**src/rtl/acc_byte_streamer_pkg.sv**
```systemverilog
// Shared accumulator command/status codes, streamer FSM states and
// word/byte count derivation from the compression width.
package acc_byte_streamer_pkg;

  localparam logic [3:0] ACC_CMD_IDLE    = 4'd0;
  localparam logic [3:0] ACC_CMD_OUT     = 4'd3;
  localparam logic [3:0] ACC_ST_IDLE     = 4'd0;
  localparam logic [3:0] ACC_ST_OUT      = 4'd3;
  localparam logic [3:0] ACC_ST_OUT_DONE = 4'd6;

  typedef enum logic [2:0] {
    ST_IDLE  = 3'd0,
    ST_REQ   = 3'd1,
    ST_LOAD  = 3'd2,
    ST_SEND  = 3'd3,
    ST_DONE  = 3'd4,
    ST_ABORT = 3'd5
  } state_t;

  function automatic int words_of(input int dd);
    return dd * 8;
  endfunction

  function automatic int nbytes_of(input int dd);
    return dd * 32;
  endfunction

endpackage

```
**src/rtl/acc_byte_streamer_serializer.sv**
```systemverilog
// Holds one {b,a} word pair and presents it as four valid/ready bytes,
// little-endian with a first; flags the final byte of the last word.
module acc_byte_serializer
  import acc_byte_streamer_pkg::*;
(
  input  logic        clk,
  input  logic        reset,
  input  logic        set,
  input  logic        load,
  input  logic [31:0] word,
  input  logic        last_word,
  input  logic        clear,
  input  logic        byte_ready,
  output logic [7:0]  byte_out,
  output logic        byte_valid,
  output logic        byte_last,
  output logic        word_done
);

  logic [31:0] word_r;
  logic [1:0]  sel_r;
  logic [7:0]  byte_r;
  logic        valid_r;
  logic        last_word_r;
  logic        last_r;
  logic        handshake_s;

  function automatic logic [7:0] byte_of(input logic [31:0] w, input logic [1:0] s);
    logic [7:0] r;
    case (s)
      2'd0:    r = w[7:0];
      2'd1:    r = w[15:8];
      2'd2:    r = w[23:16];
      2'd3:    r = w[31:24];
      default: r = 8'd0;
    endcase
    return r;
  endfunction

  assign handshake_s = valid_r & byte_ready;
  assign word_done   = handshake_s & (sel_r == 2'd3);
  assign byte_out    = byte_r;
  assign byte_valid  = valid_r;
  assign byte_last   = last_r;

  // byte/last only move on load or accepted handshake, so they are stable under backpressure
  always_ff @(posedge clk) begin
    if (reset) begin
      word_r      <= 32'd0;
      sel_r       <= 2'd0;
      byte_r      <= 8'd0;
      valid_r     <= 1'b0;
      last_word_r <= 1'b0;
      last_r      <= 1'b0;
    end else if (set) begin
      if (load) begin
        word_r      <= word;
        sel_r       <= 2'd0;
        byte_r      <= word[7:0];
        valid_r     <= 1'b1;
        last_word_r <= last_word;
        last_r      <= 1'b0;
      end else if (clear) begin
        valid_r <= 1'b0;
        last_r  <= 1'b0;
      end else if (handshake_s) begin
        if (sel_r == 2'd3) begin
          valid_r <= 1'b0;
          last_r  <= 1'b0;
          sel_r   <= 2'd0;
        end else begin
          sel_r  <= sel_r + 2'd1;
          byte_r <= byte_of(word_r, sel_r + 2'd1);
          last_r <= last_word_r & (sel_r == 2'd2);
        end
      end
    end
  end

endmodule

```
**src/rtl/acc_byte_streamer.sv**
```systemverilog
// Drives the accumulator readout (cmd 3) after encode and streams the
// DD*8 word pairs out as 32*DD bytes, with a progress timeout.
module acc_byte_streamer
  import acc_byte_streamer_pkg::*;
#(
  parameter int DD      = 4,
  parameter int TIMEOUT = 16
) (
  input  logic        clk,
  input  logic        reset,
  input  logic        set,
  input  logic        start,
  output logic [3:0]  acc_cmd,
  output logic        acc_readout,
  input  logic [3:0]  acc_status,
  input  logic [6:0]  acc_addr,
  input  logic [15:0] acc_data_a,
  input  logic [15:0] acc_data_b,
  output logic [7:0]  byte_out,
  output logic        byte_valid,
  input  logic        byte_ready,
  output logic        byte_last,
  output logic        busy,
  output logic        done,
  output logic        err
);

  localparam int         WORDS    = words_of(DD);
  localparam logic [6:0] LAST_IDX = 7'(WORDS - 1);
  localparam logic [4:0] TMO_LIM  = 5'(TIMEOUT - 1);

  state_t      state_r, state_s;
  logic [3:0]  acc_cmd_r, acc_cmd_s;
  logic        readout_r, readout_s;
  logic        busy_r, busy_s;
  logic        done_r, done_s;
  logic        err_r, err_s;
  logic [6:0]  word_idx_r, word_idx_s;
  logic [4:0]  tmo_r, tmo_s;
  logic        load_s, clear_s, capture_s, counting_s, word_done_s;

  assign capture_s  = (acc_addr == word_idx_r) &&
                      ((acc_status == ACC_ST_OUT) || (acc_status == ACC_ST_OUT_DONE));
  assign counting_s = (state_r == ST_REQ) || (state_r == ST_LOAD);

  // next-state and registered-output computation
  always_comb begin
    state_s    = state_r;
    acc_cmd_s  = acc_cmd_r;
    readout_s  = 1'b0;
    busy_s     = busy_r;
    done_s     = 1'b0;
    err_s      = err_r;
    word_idx_s = word_idx_r;
    load_s     = 1'b0;
    clear_s    = 1'b0;
    case (state_r)
      ST_IDLE: begin
        if (start) begin
          state_s    = ST_REQ;
          acc_cmd_s  = ACC_CMD_OUT;
          busy_s     = 1'b1;
          err_s      = 1'b0;
          word_idx_s = 7'd0;
        end else begin
          state_s = ST_IDLE;
        end
      end
      ST_REQ: begin
        if (acc_status == ACC_ST_OUT) begin
          state_s = ST_LOAD;
        end else if (tmo_r == TMO_LIM) begin
          state_s = ST_ABORT;
        end else begin
          state_s = ST_REQ;
        end
      end
      ST_LOAD: begin
        if (capture_s) begin
          load_s    = 1'b1;
          readout_s = (word_idx_r != LAST_IDX);
          state_s   = ST_SEND;
        end else if (tmo_r == TMO_LIM) begin
          state_s = ST_ABORT;
        end else begin
          state_s = ST_LOAD;
        end
      end
      ST_SEND: begin
        if (word_done_s) begin
          if (word_idx_r == LAST_IDX) begin
            state_s   = ST_DONE;
            acc_cmd_s = ACC_CMD_IDLE;
          end else begin
            word_idx_s = word_idx_r + 7'd1;
            state_s    = ST_LOAD;
          end
        end else begin
          state_s = ST_SEND;
        end
      end
      ST_DONE: begin
        acc_cmd_s = ACC_CMD_IDLE;
        clear_s   = 1'b1;
        if (acc_status == ACC_ST_IDLE) begin
          state_s = ST_IDLE;
          busy_s  = 1'b0;
          done_s  = ~err_r;
        end else begin
          state_s = ST_DONE;
        end
      end
      ST_ABORT: begin
        err_s     = 1'b1;
        acc_cmd_s = ACC_CMD_IDLE;
        clear_s   = 1'b1;
        state_s   = ST_DONE;
      end
      default: begin
        state_s = ST_IDLE;
      end
    endcase
    // timeout restarts on every state entry and only runs while waiting on the accumulator
    tmo_s = (state_s != state_r) ? 5'd0 : (counting_s ? tmo_r + 5'd1 : tmo_r);
  end

  // state and control registers; set=0 freezes everything
  always_ff @(posedge clk) begin
    if (reset) begin
      state_r    <= ST_IDLE;
      acc_cmd_r  <= ACC_CMD_IDLE;
      readout_r  <= 1'b0;
      busy_r     <= 1'b0;
      done_r     <= 1'b0;
      err_r      <= 1'b0;
      word_idx_r <= 7'd0;
      tmo_r      <= 5'd0;
    end else if (set) begin
      state_r    <= state_s;
      acc_cmd_r  <= acc_cmd_s;
      readout_r  <= readout_s;
      busy_r     <= busy_s;
      done_r     <= done_s;
      err_r      <= err_s;
      word_idx_r <= word_idx_s;
      tmo_r      <= tmo_s;
    end
  end

  acc_byte_serializer u_ser (
    .clk        (clk),
    .reset      (reset),
    .set        (set),
    .load       (load_s),
    .word       ({acc_data_b, acc_data_a}),
    .last_word  (word_idx_r == LAST_IDX),
    .clear      (clear_s),
    .byte_ready (byte_ready),
    .byte_out   (byte_out),
    .byte_valid (byte_valid),
    .byte_last  (byte_last),
    .word_done  (word_done_s)
  );

  assign acc_cmd     = acc_cmd_r;
  assign acc_readout = readout_r;
  assign busy        = busy_r;
  assign done        = done_r;
  assign err         = err_r;

endmodule

```
**config.mk**
```make
export PLATFORM = sky130hd
export DESIGN_NAME = acc_byte_streamer
export DESIGN_NICKNAME = d
export VERILOG_FILES = /design/src/rtl/acc_byte_streamer_pkg.sv /design/src/rtl/acc_byte_streamer_serializer.sv /design/src/rtl/acc_byte_streamer.sv
export SDC_FILE = /design/constraint.sdc
export NUM_CORES = 1
export LEC_CHECK = 0
export CAP_MARGIN = 40
export CORE_ASPECT_RATIO = 1.25
export CORE_MARGIN = 4
export CORE_UTILIZATION = 35
export CTS_BUF_LIST = sky130_fd_sc_hd__clkbuf_2
export CTS_CLUSTER_SIZE = 24
export DETAILED_ROUTE_END_ITERATION = 12
export PLACE_DENSITY = 0.68
export SLEW_MARGIN = 20
export SYNTH_ARGS = -nofsm -noshare
export SYNTH_HDL_FRONTEND = slang
export SYNTH_SLANG_ARGS = --single-unit
```
**constraint.sdc**
```tcl
create_clock -name clk -period 5.95 [get_ports clk]
set_input_delay 0.595 -clock clk [delete_from_list [all_inputs] [get_ports clk]]
set_output_delay 0.595 -clock clk [all_outputs]
set_load 0.01 [all_outputs]
```
==> results of run 1 <==
==> worst paths after layout <==
path	from	to	depth (start not counted)
setup reg to reg	state_r[1]$_SDFFE_PP0P_	u_ser.byte_out[5]$_SDFFE_PP0P_	7
hold / removal	u_ser.word_r[6]$_SDFFE_PP0P_	u_ser.word_r[6]$_SDFFE_PP0P_	2
hold reg to reg	u_ser.word_r[6]$_SDFFE_PP0P_	u_ser.word_r[6]$_SDFFE_PP0P_	2
setup / recovery	state_r[1]$_SDFFE_PP0P_	u_ser.byte_out[5]$_SDFFE_PP0P_	7
==> layout make-up <==
type | instances | area [um^2]
Clock buffer | 10 | 50.0
Clock inverter | 6 | 106
Fill cell | 922 | 5070
Inverter | 14 | 52.6
Multi-Input combinational cell | 311 | 1830
Sequential cell | 65 | 1300
Tap cell | 123 | 154
Timing Repair Buffer | 66 | 659
==> synth_stat cells, types with 3 or more instances <==
cell | count | share of area (%)
o21ai_0 | 5 | 0.75
buf_4 | 3 | 0.67
nor3_1 | 3 | 0.45
a21oi_1 | 46 | 6.9
inv_1 | 13 | 1.5
nand3_1 | 9 | 1.3
ha_1 | 8 | 3.0
a222oi_1 | 8 | 2.4
nor4_1 | 3 | 0.56
mux2i_1 | 9 | 2.7
nand3b_1 | 3 | 0.67
nand2b_1 | 6 | 1.1
a31oi_1 | 6 | 1.1
nor2_1 | 37 | 4.2
nand2_1 | 99 | 11
dfxtp_1 | 65 | 39
nand4_1 | 3 | 0.56
a211oi_1 | 3 | 0.67
clkbuf_1 | 17 | 1.9
xnor2_1 | 12 | 3.1
buf_2 | 5 | 0.75
a311oi_1 | 9 | 2.4
==> logic make-up (layout without fill, tap and decap cells) <==
group | Yosys count | count (layout) | share of synthesized area (%)
AO/OA/AOI/OAI | 91 | 91 | 18.1
XOR/XNOR | 15 | 15 | 4.15
adder cells (fa/ha/maj) | 8 | 8 | 2.99
buffers and inverters | 44 | 96 | 6.51
flip-flops | 65 | 65 | 38.9
multiplexers | 9 | 9 | 2.69
other | 1 | 2 | 0.112
AND/OR/NAND/NOR | 186 | 186 | 26.6
==> metrics by stage <==
stage | hold slack (ns) | worst slack (ns) | util [%] | instance area, um^2
6_report | 0.464 | 2.62 | 45.0 | 4150
5_1_grt | 0.482 | 2.27 | 45.0 | 4150
4_1_cts | 0.464 | 2.61 | 44.9 | 4140
3_5_place_dp | 0.444 | 2.25 | 43.2 | 3990
3_3_place_gp | 0.438 | 2.38 | 43.1 | 3970
2_1_floorplan | 0.431 | 3.76 | - | 3350
==> critical path, cell delays in order (launching register included) <==
cell and delay (ns):
dfxtp_1 0.74, and2b_2 0.27, nand2_1 0.10, nor4_4 0.73, nand2_2 0.59, o21ai_2 0.45, nor2_1 0.09, a311oi_1 0.26
==> layer usage <==
metal | track usage (%) | vias up
li1 | - | 1551
met1 | 18.3 | 1402
met2 | 26.2 | 82
met3 | 2.94 | 10
met4 | 5.96 | 0
met5 | 0 | -
==> flip-flops by register name, indices dropped and copies added (netlist names) <==
| register | cells |
|---|---|
| u_ser.byte_last | 1 |
| busy | 1 |
| err | 1 |
| tmo_r | 5 |
| acc_cmd | 1 |
| u_ser.last_word_r | 1 |
| u_ser.sel_r | 2 |
| u_ser.word_r | 32 |
| u_ser.byte_valid | 1 |
| u_ser.byte_out | 8 |
| word_idx_r | 7 |
| done | 1 |
| acc_readout | 1 |
| state_r | 3 |
==> power groups by stage <==
| stage | logic [mW] | registers [mW] | clock network (mW) |
|---|---|---|---|
| detailed placement | 0.0852 | 0.454 | 0 |
| global placement | 0.0842 | 0.454 | 0 |
| floorplan | 0.0480 | 0.450 | 0 |
| CTS | 0.0856 | 0.445 | 0.349 |
| finish | 0.0858 | 0.445 | 0.341 |
| global route | 0.0933 | 0.446 | 0.369 |
==> summary.txt, run 1 <==
Yosys
  – Synth warn: 0
  – Dominant synthesized flop cell: dfxtp_1
  – Mapped Avg Cell Area: 7.98 um^2
  – Mapped cell area: 3350 um^2
  – Cells after Synth: 419
  – Synth Register Bits: 65
  – Synth cell types: 62
  – EDFF count, synth: 0
  – Register area share after synthesis: 38.9%
  – Post-synth ARST share: 0%

Timing
  – Setup-failing EPs final: 0
  – Final Hold Viols: 0
  – Tcrit/Tclk final: 55.9%
  – Fin Setup TNS: 0 ns
  – Max-slew headroom: 48.1%
  – RSZ-0062 raised after global routing: no
  – Fmax: 300 MHz
  – Tightest Pin Transition: 0.773 ns
  – Skew final: 0.0355 ns
  – Slew Limit Fails: 0
  – Crit path time final: 3.33 ns

Floorplanning
  – Initial Util: 36.3%
  – Ports: 66
  – Die area: 11200 um^2
  – Core Area: 9220 um^2
  – Die Wd: 95.5 um
  – Num rows: 39
  – Die Span Y: 117 um

Global route
  – All-Layer GR Usage: 15.2%
  – Antenna violations before repair: 0
  – First-pass GRT wire length: 13900 um
  – Vias in the first global route: 3077
  – Overflow left after global routing: 0
  – Pin count of the biggest net entering global routing: 63

Routing
  – WL final: 8290 um
  – DRC viols: 0
  – Vias per cell: 5.12
  – Uppermost layer routed: met4
  – Routed WL per cell: 13.9 um
  – Met1 wire length: 3590 um
  – Routed wl met3: 486 um
  – DR iter-0 viols: 207
  – ANT nets after route: 0
  – DRT Pass-1 Iters: 5
  – Vias after detailed routing: 3045
  – DR WL met2: 4110 um

Power and ir drop
  – Switch Pwr: 205 uW
  – Leak: 1.33 nW
  – Peak supply drop: 0.119 mV
  – Clock share of power: 39.1%
  – Int Pwr: 667 uW
  – Sequential share of power: 51.1%
  – Cell Pwr Density: 210 nW/um^2
  – Pwr Total: 872 uW
  – Switching Share: 23.5%
  – Gate power share: 9.8%

Clock network
  – Inserted Clock Buffers: 9
  – Clk Latency, worst-skew pair: 0.50 ns
  – Post-CTS setup buffers: 0
  – TritonCTS clock tree: done
  – Post-CTS Hold Fix Bufs: 0
  – H-tree depth: 3
  – CTS root buf: clkbuf_2
  – Clock transition at the registers of the reported paths: 0.17 ns
  – CTS resizes: 0
  – Max Root-Sink Buffers: 2
  – CTS Sinks: 65

Critical path
  – Critical path type: reg -> reg
  – Required @ worst endpoint: 6.35 ns
  – Worst Path Arrival: 3.73 ns
  – Worst reg-to-reg setup slack: 2.62 ns
  – Crit. End Element: register
  – CP Launch Type: register
  – Critical path fanouts, max: 37

Final layout
  – Most frequent cells in the layout: 99 x nand2_1, 65 x dfxtp_1, 62 x clkdlybuf4s50_1
  – Ant. Diodes: 0
  – Most common cell after layout, fill and taps aside: nand2_1
  – Area Growth Syn to Fin: 24.2%
  – Fin cells: 595
  – Layout cells sized above 1: 7.42%
  – # nets final: 523

Placed design
  – RD Place Congestion: 0.805
  – Post-DP HPWL: 6030 um
  – Buffers on Ports: 63
  – DP Cell Count: 578

Flow run
  – Maxcap violations: 0

Outcome
  – Status: complete, no violations

Min path
  – Hold Path Class: reg -> reg
Note: power is estimated with default switching activity, not from simulation.
==> run 2: changes to the inputs <==
- PLACE_DENSITY: 0.68 -> 0.7
- clock period: 5.95 -> 2.7 ns (I/O delays scaled with it)
==> summary.txt, run 2 (synthesized netlist as in run 1, its figures left out) <==
Final layout
  – Most common cell after layout, fill and taps aside: nand2_1
  – Area Growth Syn to Fin: 25.0%
  – Most frequent cells in the layout: 99 x nand2_1, 65 x dfxtp_1, 62 x clkdlybuf4s50_1
  – # fillers: 912 (-1.1%)
  – Biggest register: u_ser.word_r
  – # nets final: 529 (+1.1%)
  – Largest register FFs: 32 (unchanged)
  – Layout cells sized above 1: 8.60% (+1.2 points)
  – Final core utilization: 45.3% (+0.30 points)
  – Ant. Diodes: 0 (unchanged)
  – Fin cells: 600 (+0.84%)

Floorplanning
  – Core Area: 9220 um^2 (unchanged)
  – Die Wd: 95.5 um (unchanged)
  – Die Span Y: 117 um (unchanged)
  – Die area: 11200 um^2 (unchanged)
  – Ports: 66 (unchanged)
  – Initial Util: 36.3% (unchanged)
  – Num rows: 39 (unchanged)

Clock network
  – Inserted Clock Buffers: 9 (unchanged)
  – CTS Sinks: 65 (unchanged)
  – Clk Latency, worst-skew pair: 0.53 ns (+0.03 ns)
  – Max Root-Sink Buffers: 2 (unchanged)
  – Post-CTS Hold Fix Bufs: 0 (unchanged)
  – TritonCTS clock tree: done
  – CTS root buf: clkbuf_2
  – Post-CTS setup buffers: 0 (unchanged)
  – H-tree depth: 3 (unchanged)
  – Clock transition at the registers of the reported paths: 0.20 ns (+0.03 ns)
  – CTS resizes: 0 (unchanged)

Power and ir drop
  – Cell Pwr Density: 446 nW/um^2 (+110%)
  – Switching Share: 26.1% (+2.6 points)
  – Peak supply drop: 0.247 mV (+110%)
  – Pwr Total: 1.86 mW (+110%)
  – Sequential share of power: 52.4% (+1.3 points)
  – Switch Pwr: 487 uW (+140%)
  – Clock share of power: 37.1% (-2.0 points)
  – Int Pwr: 1.38 mW (+110%)
  – Leak: 1.34 nW (+1.1%)
  – Gate power share: 10.5% (+0.7 points)

Timing
  – Final Hold Viols: 0 (unchanged)
  – Max-slew headroom: 55.5% (+7.4 points)
  – Fmax: 434 MHz (+44%)
  – Final worst slack: 0.397 ns (-2.23 ns)
  – Fin Setup TNS: 0 ns (unchanged)
  – Slew Limit Fails: 0 (unchanged)
  – Tightest Pin Transition: 0.668 ns (-0.105 ns)
  – Setup-failing EPs final: 0 (unchanged)
  – Crit path time final: 2.30 ns (-1.02 ns)
  – Skew final: 0.0280 ns (-0.00753 ns)
  – Tcrit/Tclk final: 85.3% (+29 points)
  – RSZ-0062 raised after global routing: no

Critical path
  – Critical path type: reg -> reg
  – CP Launch Type: register
  – Worst r2r src: state_r[0]$_SDFFE_PP0P_
  – Critical path fanouts, max: 20 (-46%)
  – Critical Path Start: state_r[0]$_SDFFE_PP0P_
  – Crit. End Element: register
  – Worst Path Arrival: 2.79 ns (-0.94 ns)
  – Required @ worst endpoint: 3.19 ns (-3.16 ns)

Flow run
  – Maxcap violations: 0 (unchanged)

Global route
  – Overflow left after global routing: 0 (unchanged)
  – Pin count of the biggest net entering global routing: 35 (-44%)
  – First-pass GRT wire length: 14300 um (+2.9%)
  – Antenna violations before repair: 0 (unchanged)
  – All-Layer GR Usage: 15.8% (+0.56 points)
  – Vias in the first global route: 3177 (+3.2%)

Routing
  – Vias after detailed routing: 3108 (+2.1%)
  – Routed WL per cell: 14.1 um (+1.2%)
  – DRT Pass-1 Iters: 5 (unchanged)
  – DRC viols: 0 (unchanged)
  – DR iter-0 viols: 183 (-12%)
  – ANT nets after route: 0 (unchanged)
  – WL final: 8460 um (+2.0%)
  – Vias per cell: 5.18 (+1.2%)

Placed design
  – Post-DP HPWL: 6130 um (+1.6%)
  – Place WS: 0.115 ns (-2.14 ns)
  – Buffers on Ports: 63 (unchanged)
  – DP Cell Count: 585 (+1.2%)
  – RD Place Congestion: 0.817 (+1.5%)

Min path
  – Worst hold start: reset
  – Hold Path Class: in -> reg

Outcome
  – Status: complete, no violations
[run 2: per-layer routing]
layer	routed length, um	part of all wire (%)	vias up	global-route usage (%)
met5	0	0	-	0
met4	167	2.0	0	6.05
met3	564	6.7	18	4.74
met2	4060	48	93	26.2
met1	3670	43	1435	18.9
li1	-	-	1562	-
[run 2: power groups by stage]
stage	combinational, mW	clock (mW)	sequential [mW]
finish	0.195	0.692	0.977
global route	0.211	0.752	0.980
global placement	0.193	0	0.996
floorplan	0.106	0	0.992
CTS	0.196	0.717	0.977
detailed placement	0.195	0	0.996
[run 2: worst max-delay path: stages (launching register included)]
cell	delay, ns
dfxtp_1	0.75
nand2b_1	0.24
o22a_1	0.22
o221ai_1	0.18
a21oi_1	0.09
nor3_2	0.35
nand4b_2	0.20
a2bb2o_4	0.22
[run 2: final timing paths]
kind                                         to  slack [ns]  cells past startpoint
hold reg to reg   u_ser.word_r[17]$_SDFFE_PP0P_        0.46                      2
setup reg to reg          tmo_r[1]$_SDFFE_PP0P_        0.40                      7
hold / removal      u_ser.sel_r[0]$_SDFFE_PP0P_        0.23                      2
setup / recovery          tmo_r[1]$_SDFFE_PP0P_        0.40                      7
[run 2: stage by stage]
stage | area [um^2] | hold slack (ns)
finish | 4180 | 0.227
global route | 4180 | 0.220
CTS | 4180 | 0.205
detailed placement | 4040 | 0.444
global placement | 4040 | 0.439
floorplan | 3350 | 0.410
[run 2: layout make-up]
cell class              instances  area [um^2]  area share (%)
well taps                     123          154            3.68
repair buffers                 72          706            16.9
clock inverters                 6         92.6            2.21
multi-input cells             311         1830            43.8
inverters                      14         52.6            1.26
flip-flops and latches         65         1300            31.1
clock buffers                   9         45.0            1.08
